File: config.mk
export PLATFORM = sky130hd
export DESIGN_NAME = prefix_append_packer_flat
export DESIGN_NICKNAME = d
export VERILOG_FILES = /design/src/rtl/prefix_append_packer_pkg.sv /design/src/rtl/prefix_append_packer_if.sv /design/src/rtl/prefix_append_packer.sv /design/src/flat_wrapper.sv
export SDC_FILE = /design/constraint.sdc
export NUM_CORES = 1
export LEC_CHECK = 0
export ABC_AREA = 1
export CAP_MARGIN = 15
export CORE_UTILIZATION = 45
export DETAILED_ROUTE_END_ITERATION = 8
export PLACE_DENSITY = 0.7
export RECOVER_POWER = 50
export SETUP_SLACK_MARGIN = 0.1
export SLEW_MARGIN = 10
export SYNTH_ARGS = -nofsm -noshare
export SYNTH_HDL_FRONTEND = slang
export SYNTH_SLANG_ARGS = --single-unit
File: constraint.sdc
create_clock -name clk -period 5.2 [get_ports clk]
set_clock_uncertainty 0.2 [all_clocks]
set_input_delay 1.04 -clock clk [delete_from_list [all_inputs] [get_ports clk]]
set_output_delay 1.04 -clock clk [all_outputs]
set_load 0.02 [all_outputs]
File: src/rtl/prefix_append_packer_pkg.sv
// prefix_append_pkg: shared symbol constants, FSM state type and width helper
package prefix_append_pkg;

    localparam logic [1:0] SYM_PFX10 = 2'b10;
    localparam logic [1:0] SYM_PFX11 = 2'b11;

    typedef enum logic {ACCUM, HOLD} state_t;

    function automatic int clog2(input int v);
        int r;
        r = 0;
        for (int i = 0; i < 31; i++)
            if ((1 << i) < v) r = i + 1;
        return r;
    endfunction

endpackage

File: src/rtl/prefix_append_packer_if.sv
// prefix_append_packer_if: symbol-in / codeword-out handshake bundle
interface prefix_append_packer_if #(
    parameter int WIDTH = 8,
    parameter int SYM_W = 2
);
    import prefix_append_pkg::*;

    localparam int DEPTH = WIDTH / SYM_W;
    localparam int CNT_W = clog2(DEPTH + 1);

    logic             clear;
    logic             in_valid;
    logic             in_ready;
    logic [SYM_W-1:0] in_sym;
    logic             in_last;
    logic             flush;
    logic             out_valid;
    logic             out_ready;
    logic [WIDTH-1:0] out_data;
    logic [CNT_W-1:0] out_len;

    modport master (
        output clear, in_valid, in_sym, in_last, flush, out_ready,
        input  in_ready, out_valid, out_data, out_len
    );

    modport slave (
        input  clear, in_valid, in_sym, in_last, flush, out_ready,
        output in_ready, out_valid, out_data, out_len
    );

endinterface

File: src/rtl/prefix_append_packer.sv
// prefix_append_packer: prepends symbols at the MSB end of a codeword and emits it when full or closed
module prefix_append_packer
    import prefix_append_pkg::*;
#(
    parameter int WIDTH = 8,
    parameter int SYM_W = 2
) (
    input logic                  clk,
    input logic                  rst,
    prefix_append_packer_if.slave bus
);

    localparam int DEPTH = WIDTH / SYM_W;
    localparam int CNT_W = clog2(DEPTH + 1);

    state_t           state_q;
    logic [WIDTH-1:0] sreg_q, sreg_d, out_data_q;
    logic [CNT_W-1:0] cnt_q, cnt_d, out_len_q;
    logic             out_valid_q;
    logic             acc, close_acc, close_flush;

    assign bus.in_ready  = (state_q == ACCUM);
    assign bus.out_valid = out_valid_q;
    assign bus.out_data  = out_data_q;
    assign bus.out_len   = out_len_q;

    // Next shift-register/count values for an accepted symbol and the two ways a word closes
    always_comb begin
        acc         = bus.in_valid && (state_q == ACCUM);
        sreg_d      = {bus.in_sym, sreg_q[WIDTH-1:SYM_W]};
        cnt_d       = cnt_q + 1'b1;
        close_acc   = acc && (cnt_d == CNT_W'(DEPTH) || bus.in_last || bus.flush);
        close_flush = !acc && (state_q == ACCUM) && bus.flush && (cnt_q != '0);
    end

    // Packer FSM: accumulate symbols, present the word in HOLD until accepted; clear overrides all
    always_ff @(posedge clk or posedge rst) begin
        if (rst) begin
            state_q     <= ACCUM;
            sreg_q      <= '0;
            cnt_q       <= '0;
            out_valid_q <= 1'b0;
            out_data_q  <= '0;
            out_len_q   <= '0;
        end else if (bus.clear) begin
            state_q     <= ACCUM;
            sreg_q      <= '0;
            cnt_q       <= '0;
            out_valid_q <= 1'b0;
        end else if (state_q == ACCUM) begin
            if (acc) begin
                sreg_q <= sreg_d;
                cnt_q  <= cnt_d;
            end
            if (close_acc || close_flush) begin
                state_q     <= HOLD;
                out_valid_q <= 1'b1;
                out_data_q  <= close_acc ? sreg_d : sreg_q;
                out_len_q   <= close_acc ? cnt_d : cnt_q;
            end
        end else if (bus.out_ready) begin
            state_q     <= ACCUM;
            out_valid_q <= 1'b0;
            sreg_q      <= '0;
            cnt_q       <= '0;
        end
    end

endmodule

File: src/flat_wrapper.sv
// flat-port wrapper written by rule: the top's interface ports become plain ports
module prefix_append_packer_flat import prefix_append_pkg::*;
#(
    parameter int WIDTH = 8,
    parameter int SYM_W = 2
)
  (clk, rst, bus_clear, bus_in_valid, bus_in_sym, bus_in_last, bus_flush, bus_out_ready, bus_in_ready, bus_out_valid, bus_out_data, bus_out_len);
  prefix_append_packer_if #(.WIDTH(WIDTH), .SYM_W(SYM_W)) bus_i ();
  input logic clk;
  input logic rst;
  input wire logic [$bits(bus_i.clear)-1:0] bus_clear;
  input wire logic [$bits(bus_i.in_valid)-1:0] bus_in_valid;
  input wire logic [$bits(bus_i.in_sym)-1:0] bus_in_sym;
  input wire logic [$bits(bus_i.in_last)-1:0] bus_in_last;
  input wire logic [$bits(bus_i.flush)-1:0] bus_flush;
  input wire logic [$bits(bus_i.out_ready)-1:0] bus_out_ready;
  output wire logic [$bits(bus_i.in_ready)-1:0] bus_in_ready;
  output wire logic [$bits(bus_i.out_valid)-1:0] bus_out_valid;
  output wire logic [$bits(bus_i.out_data)-1:0] bus_out_data;
  output wire logic [$bits(bus_i.out_len)-1:0] bus_out_len;
  assign bus_i.clear = bus_clear;
  assign bus_i.in_valid = bus_in_valid;
  assign bus_i.in_sym = bus_in_sym;
  assign bus_i.in_last = bus_in_last;
  assign bus_i.flush = bus_flush;
  assign bus_i.out_ready = bus_out_ready;
  assign bus_in_ready = bus_i.in_ready;
  assign bus_out_valid = bus_i.out_valid;
  assign bus_out_data = bus_i.out_data;
  assign bus_out_len = bus_i.out_len;
  prefix_append_packer #(.WIDTH(WIDTH), .SYM_W(SYM_W)) u_core (.clk(clk), .rst(rst), .bus(bus_i));
endmodule
### Yosys cells after proc, flatten, opt, wreduce, memory -nomap -nowiden

Index checks and enable logic that the tools add are counted.

| word-level totals | value |
|---|---|
| flip-flop bits (word level) | 24 |
| bits in latches | 0 |
| memory bits (writable) | 0 |
| bits in read-only memories | 0 |
| input bits | 9 |
| output and inout bits | 13 |
| word-level logic and storage cells | 44 |
| memories | 0 |

| cells by class | value |
|---|---|
| add/sub/neg operators | 1 |
| multipliers | 0 |
| divide/modulo/power cells | 0 |
| magnitude comparators | 0 |
| equal/unequal tests | 2 |
| shift operators | 0 |
| mux-type cells | 18 |
| bitwise logic cells | 2 |
| reductions and logical operators | 15 |

Operators by type and width:

| operator | count |
|---|---|
| $mux 8 | 5 |
| $mux 3 | 5 |
| $reduce_bool 3->1 | 3 |
| $mux 1 | 8 |
| $logic_and 1x1->1 | 5 |
| $reduce_and 2->1 | 2 |
| $add 3x1->3 const B | 1 |
| $eq 3x3->1 const B | 1 |
| $logic_or 1x1->1 | 3 |
| $ne 3x3->1 const B | 1 |
| $reduce_and 3->1 | 1 |
| $not 1->1 | 2 |
| $logic_not 1->1 | 1 |

### Depth between registers and ports, before layout

| logic depth | value |
|---|---|
| depth after elaboration | 10 |
| mapped depth | 10 |
| depth with buffers taken out | 9 |

### Worst setup path before layout

Ideal clock, no wire load.

| path | value |
|---|---|
| kind | input -> register |
| start point | input bus_in_valid |
| end point | register u_core.out_data_q[0], in the netlist u_core.bus.out_data[0] |
| setup time | 116 ps |
| arrival | 1,654 ps |
| data required time | 4,884 ps |
| path slack | 3,230 ps |
| cell stages on the path | 8 |
| path buffers | 1 |
| cell sequence | inv_1 -> nor2_2 -> nand2_2 -> nand2_2 -> nand2_2 -> buf_6 -> nand2_1 -> nand2_1 |

| between the ends | value |
|---|---|
| longest elaborated chain between the ends | 7 |
| elaborated cells between the ends (all ways) | 9 |
| those cells by class | mux (1); reduce/logical (8) |

RTL lines:

| element | RTL line | text |
|---|---|---|
| from (decl) | flat_wrapper.sv:12 | `input wire logic [$bits(bus_i.in_valid)-1:0] bus_in_valid;` |
| $logic_and 1x1->1 (*) | prefix_append_packer.sv:29 | `acc = bus.in_valid && (state_q == ACCUM);` |
| $logic_not 1->1 | prefix_append_packer.sv:33 | `close_flush = !acc && (state_q == ACCUM) && bus.flush && (cnt_q != '0);` |
| $logic_and 1x1->1 (3 in series) | prefix_append_packer.sv:33 |  |
| $logic_or 1x1->1 | prefix_append_packer.sv:55 | `if (close_acc \|\| close_flush) begin` |
| $reduce_and 3->1 (no source line) | - |  |
| to (signal assigned) | prefix_append_packer.sv:58 | `out_data_q <= close_acc ? sreg_d : sreg_q;` |
| to (decl) | prefix_append_packer.sv:17 | `logic [WIDTH-1:0] sreg_q, sreg_d, out_data_q;` |

Mark *: on every way between the ends. The rest lies on a longest branch, timed or not.
A chain may end at the register's enable or synchronous reset.

### Final worst setup path

| path | value |
|---|---|
| start point | input bus_in_valid |
| end point | register u_core.sreg_q[1] |

| between the ends | value |
|---|---|
| longest elaborated chain between the ends | 3 |

RTL lines:

| element | RTL line | text |
|---|---|---|
| $logic_and 1x1->1 | prefix_append_packer.sv:29 |  |
| $reduce_bool 3->1 (no source line) | - |  |
| $reduce_and 2->1 (no source line) | - |  |
| to (signal assigned) | prefix_append_packer.sv:52 | `sreg_q <= sreg_d;` |
| to (decl) | prefix_append_packer.sv:17 |  |

No other way between the ends.

==> results.sh <==
export IMPL_cts_buffer_depth=2
export IMPL_clock_latency_ns=0.32
export IMPL_maxCapViolations=1
export IMPL_ir_drop_mv=0.2034
export IMPL_finalSetupViolCount=0
export IMPL_postCtsHoldBufs=0
export IMPL_synthSimpleGateAreaFrac_pct=30.43
export IMPL_hold_class="register to register"
export IMPL_synth_mux_area_share_pct=0
export IMPL_cts_tree="built"
export IMPL_vias=1044
export IMPL_boundaryPins=22
export IMPL_layout_nets=187
export IMPL_grtUsageTotal_pct=18.58
export IMPL_fin_tns_setup_ns=0
export IMPL_die_h_microns=54.10
export IMPL_layout_cells_non_filler=204
export IMPL_finalHoldViolCount=0
export IMPL_grt_start_max_net_pins=25
export IMPL_core_sq_um=2522
export IMPL_first_pass_iters=5
export IMPL_violations="max-capacitance violations, max-slew violations"
export IMPL_clock_sinks=24
export IMPL_synth_cells=157
export IMPL_min_period_ns=3.410
export IMPL_syn2layout_area_growth_pct=19.98
export IMPL_crit_path_start_kind="input pin"
export IMPL_slew_headroom_pct=-28.99
export IMPL_synth_area_sq_um=1221
export IMPL_finalMaxSlewViolations=23
export IMPL_wl_per_cell_microns=11.74
export IMPL_avgSynthCellArea_sq_um=7.778
export IMPL_rsz0062_at_grt="false"
export IMPL_ys_seq_area_share_pct=49.18
export IMPL_placed_cells=200
export IMPL_cts_buffers=3
export IMPL_post_drt_via_cell_ratio=5.118
export IMPL_start_util_pct=48.41
export IMPL_synthXorXnorAreaFrac_pct=0
export IMPL_ant_nets=0
export IMPL_status="complete, but fails checks"
export IMPL_rows=18
export IMPL_overflow=0
export IMPL_synth_top_family_by_area="simple AND/OR/NAND/NOR gates"
export IMPL_multiInputGateArea_sq_um=496.7
export IMPL_grt_pass1_wl_microns=3864
export IMPL_antenna_cells=0
export IMPL_detail_route_iter0_violations=31
export IMPL_end_kind="register"
export IMPL_max_freq_ghz=0.2932
export IMPL_grt_pass1_vias=895
export IMPL_p_leak_nw=0.7485
export IMPL_pre_cts_ws_ns=2.103
export IMPL_synth_compound_area_share_pct=7.480
export IMPL_ys_ff_latch=24
export IMPL_port_buffers=21
export IMPL_nFillCells=264
export IMPL_cp_max_fo=22
export IMPL_synth_nets=169
export IMPL_drc=0
export IMPL_yosysUniqueCellTypes=16
export IMPL_powerDensity_nw_per_um2=361.3
export IMPL_synthAdderAreaFrac_pct=3.074
export IMPL_drive_gt1_share_pct=6.322
export IMPL_tightest_slew_ns=1.915
export IMPL_crit_arrival_ns=3.44
export IMPL_ctsResizeCount=0
export IMPL_yosys_warnings=0
export IMPL_clkTransAtPathRegs_ns=0.14
export IMPL_clockRootBuffer="clkbuf_4"
export IMPL_htree_levels=1
export IMPL_regArea_sq_um=600.6
export IMPL_die_width_microns=54.10
export IMPL_cts_setup_buffers=0
export IMPL_timing_final_crit_share_pct=65.58
export IMPL_dp_hpwl_microns=1736
export IMPL_routed_wl_microns=2394
export IMPL_routabilityCongestion=0.7735
export IMPL_timing_final_ws_setup_ns=1.790
export IMPL_dieArea_sq_um=2926
export IMPL_antenna_found_initial=0
export IMPL_critPathKind="input pin to register"
export IMPL_cp_required_ns=5.23
-- flip-flops by register name (all words and copies together), names as in the netlist --
name                  count
u_core.bus.out_data       8
u_core.bus.out_len        3
u_core.sreg_q             8
u_core.state_q            1
u_core.cnt_q              3
u_core.bus.out_valid      1
-- per-layer routing --
layer  up-vias  global-route usage, %  share of wire [%]
li1        523                      -                  -
met1       491                  26.18                 51
met5         -                      0                  0
met3         5                  2.542                3.9
met2        25                  28.40                 43
met4         0                  7.692                1.5
-- cell usage in the layout, fill, tap and decap left out, types with 3 or more instances in the layout --
| cell type | netlist | routed |
|---|---|---|
| clkbuf_4 | 0 | 3 |
| clkdlybuf4s50_1 | 0 | 19 |
| dfrtp_1 | 24 | 24 |
| ha_1 | 3 | 3 |
| inv_1 | 18 | 18 |
| nand2_1 | 58 | 58 |
| nand2_2 | 3 | 3 |
| nand3_1 | 23 | 23 |
| o21ai_0 | 13 | 14 |
-- worst max-delay path: stages --
cell and delay (ns):
dlygate4sd3_1 0.55, inv_1 0.06, o21ai_0 1.45, nand3_1 0.17, o21ai_0 0.15
-- Yosys cell counts, drive strengths merged --
cell	n	area share [%]
nand2	61	19
dfrtp	24	49
nand3	23	9.4
inv	18	5.5
o21ai	14	6.0
buf	6	3.6
nor2	4	1.6
ha	3	3.1
a21oi	2	1.4
clkbuf	2	0.72
-- per-stage QoR --
stage                     power [mW]  area [sq um]  hold WS, ns  utilization (%)
final                         0.5293          1465       0.2924            58.09
after floorplan               0.3358          1221       0.3099                -
after global placement        0.3927          1416       0.2646            56.15
after detailed placement      0.3967          1416       0.2648            56.15
after CTS                     0.5328          1469       0.2998            58.23
after global routing          0.5591          1465       0.3085            58.09
-- cell type report --
class                      instances  area share [%]
multi-input combinational        107           33.90
clock inverter                     1           2.050
timing repair buffer              21           14.35
inverter                          18           4.611
sequential                        24           40.99
clock buffer                       3           1.537
tap                               30           2.562
-- cell families after synthesis --
kind of cell,count (synthesis)
adders and majority gates,3
buffers and inverters,26
DFF,24
and+or+nand+nor,88
AOI/OAI and AO/OA,16
-- report_power, final --
part	switching, mW	internal [mW]	leakage [nW]
Sequential	0.0214	0.215	0.324
Combinational	0.0897	0.0661	0.396
Clock	0.0590	0.0779	0.0279
-- final timing paths --
| check | to | startpoint | depth (start not counted) | slack, ns |
|---|---|---|---|---|
| hold / removal | u_core.bus.out_data[0] | u_core.bus.out_data[0] | 2 | 0.29 |
| hold reg to reg | u_core.bus.out_data[0] | u_core.bus.out_data[0] | 2 | 0.29 |
| min in group asynchronous | u_core.bus.out_valid | rst | 2 | 1.13 |
| setup / recovery | u_core.sreg_q[1] | bus_in_valid | 5 | 1.79 |
| setup reg to reg | u_core.sreg_q[1] | u_core.state_q | 3 | 2.61 |
| max in group asynchronous | u_core.bus.out_data[0] | rst | 2 | 3.13 |
No activity file was read; power rests on OpenSTA's default activity.
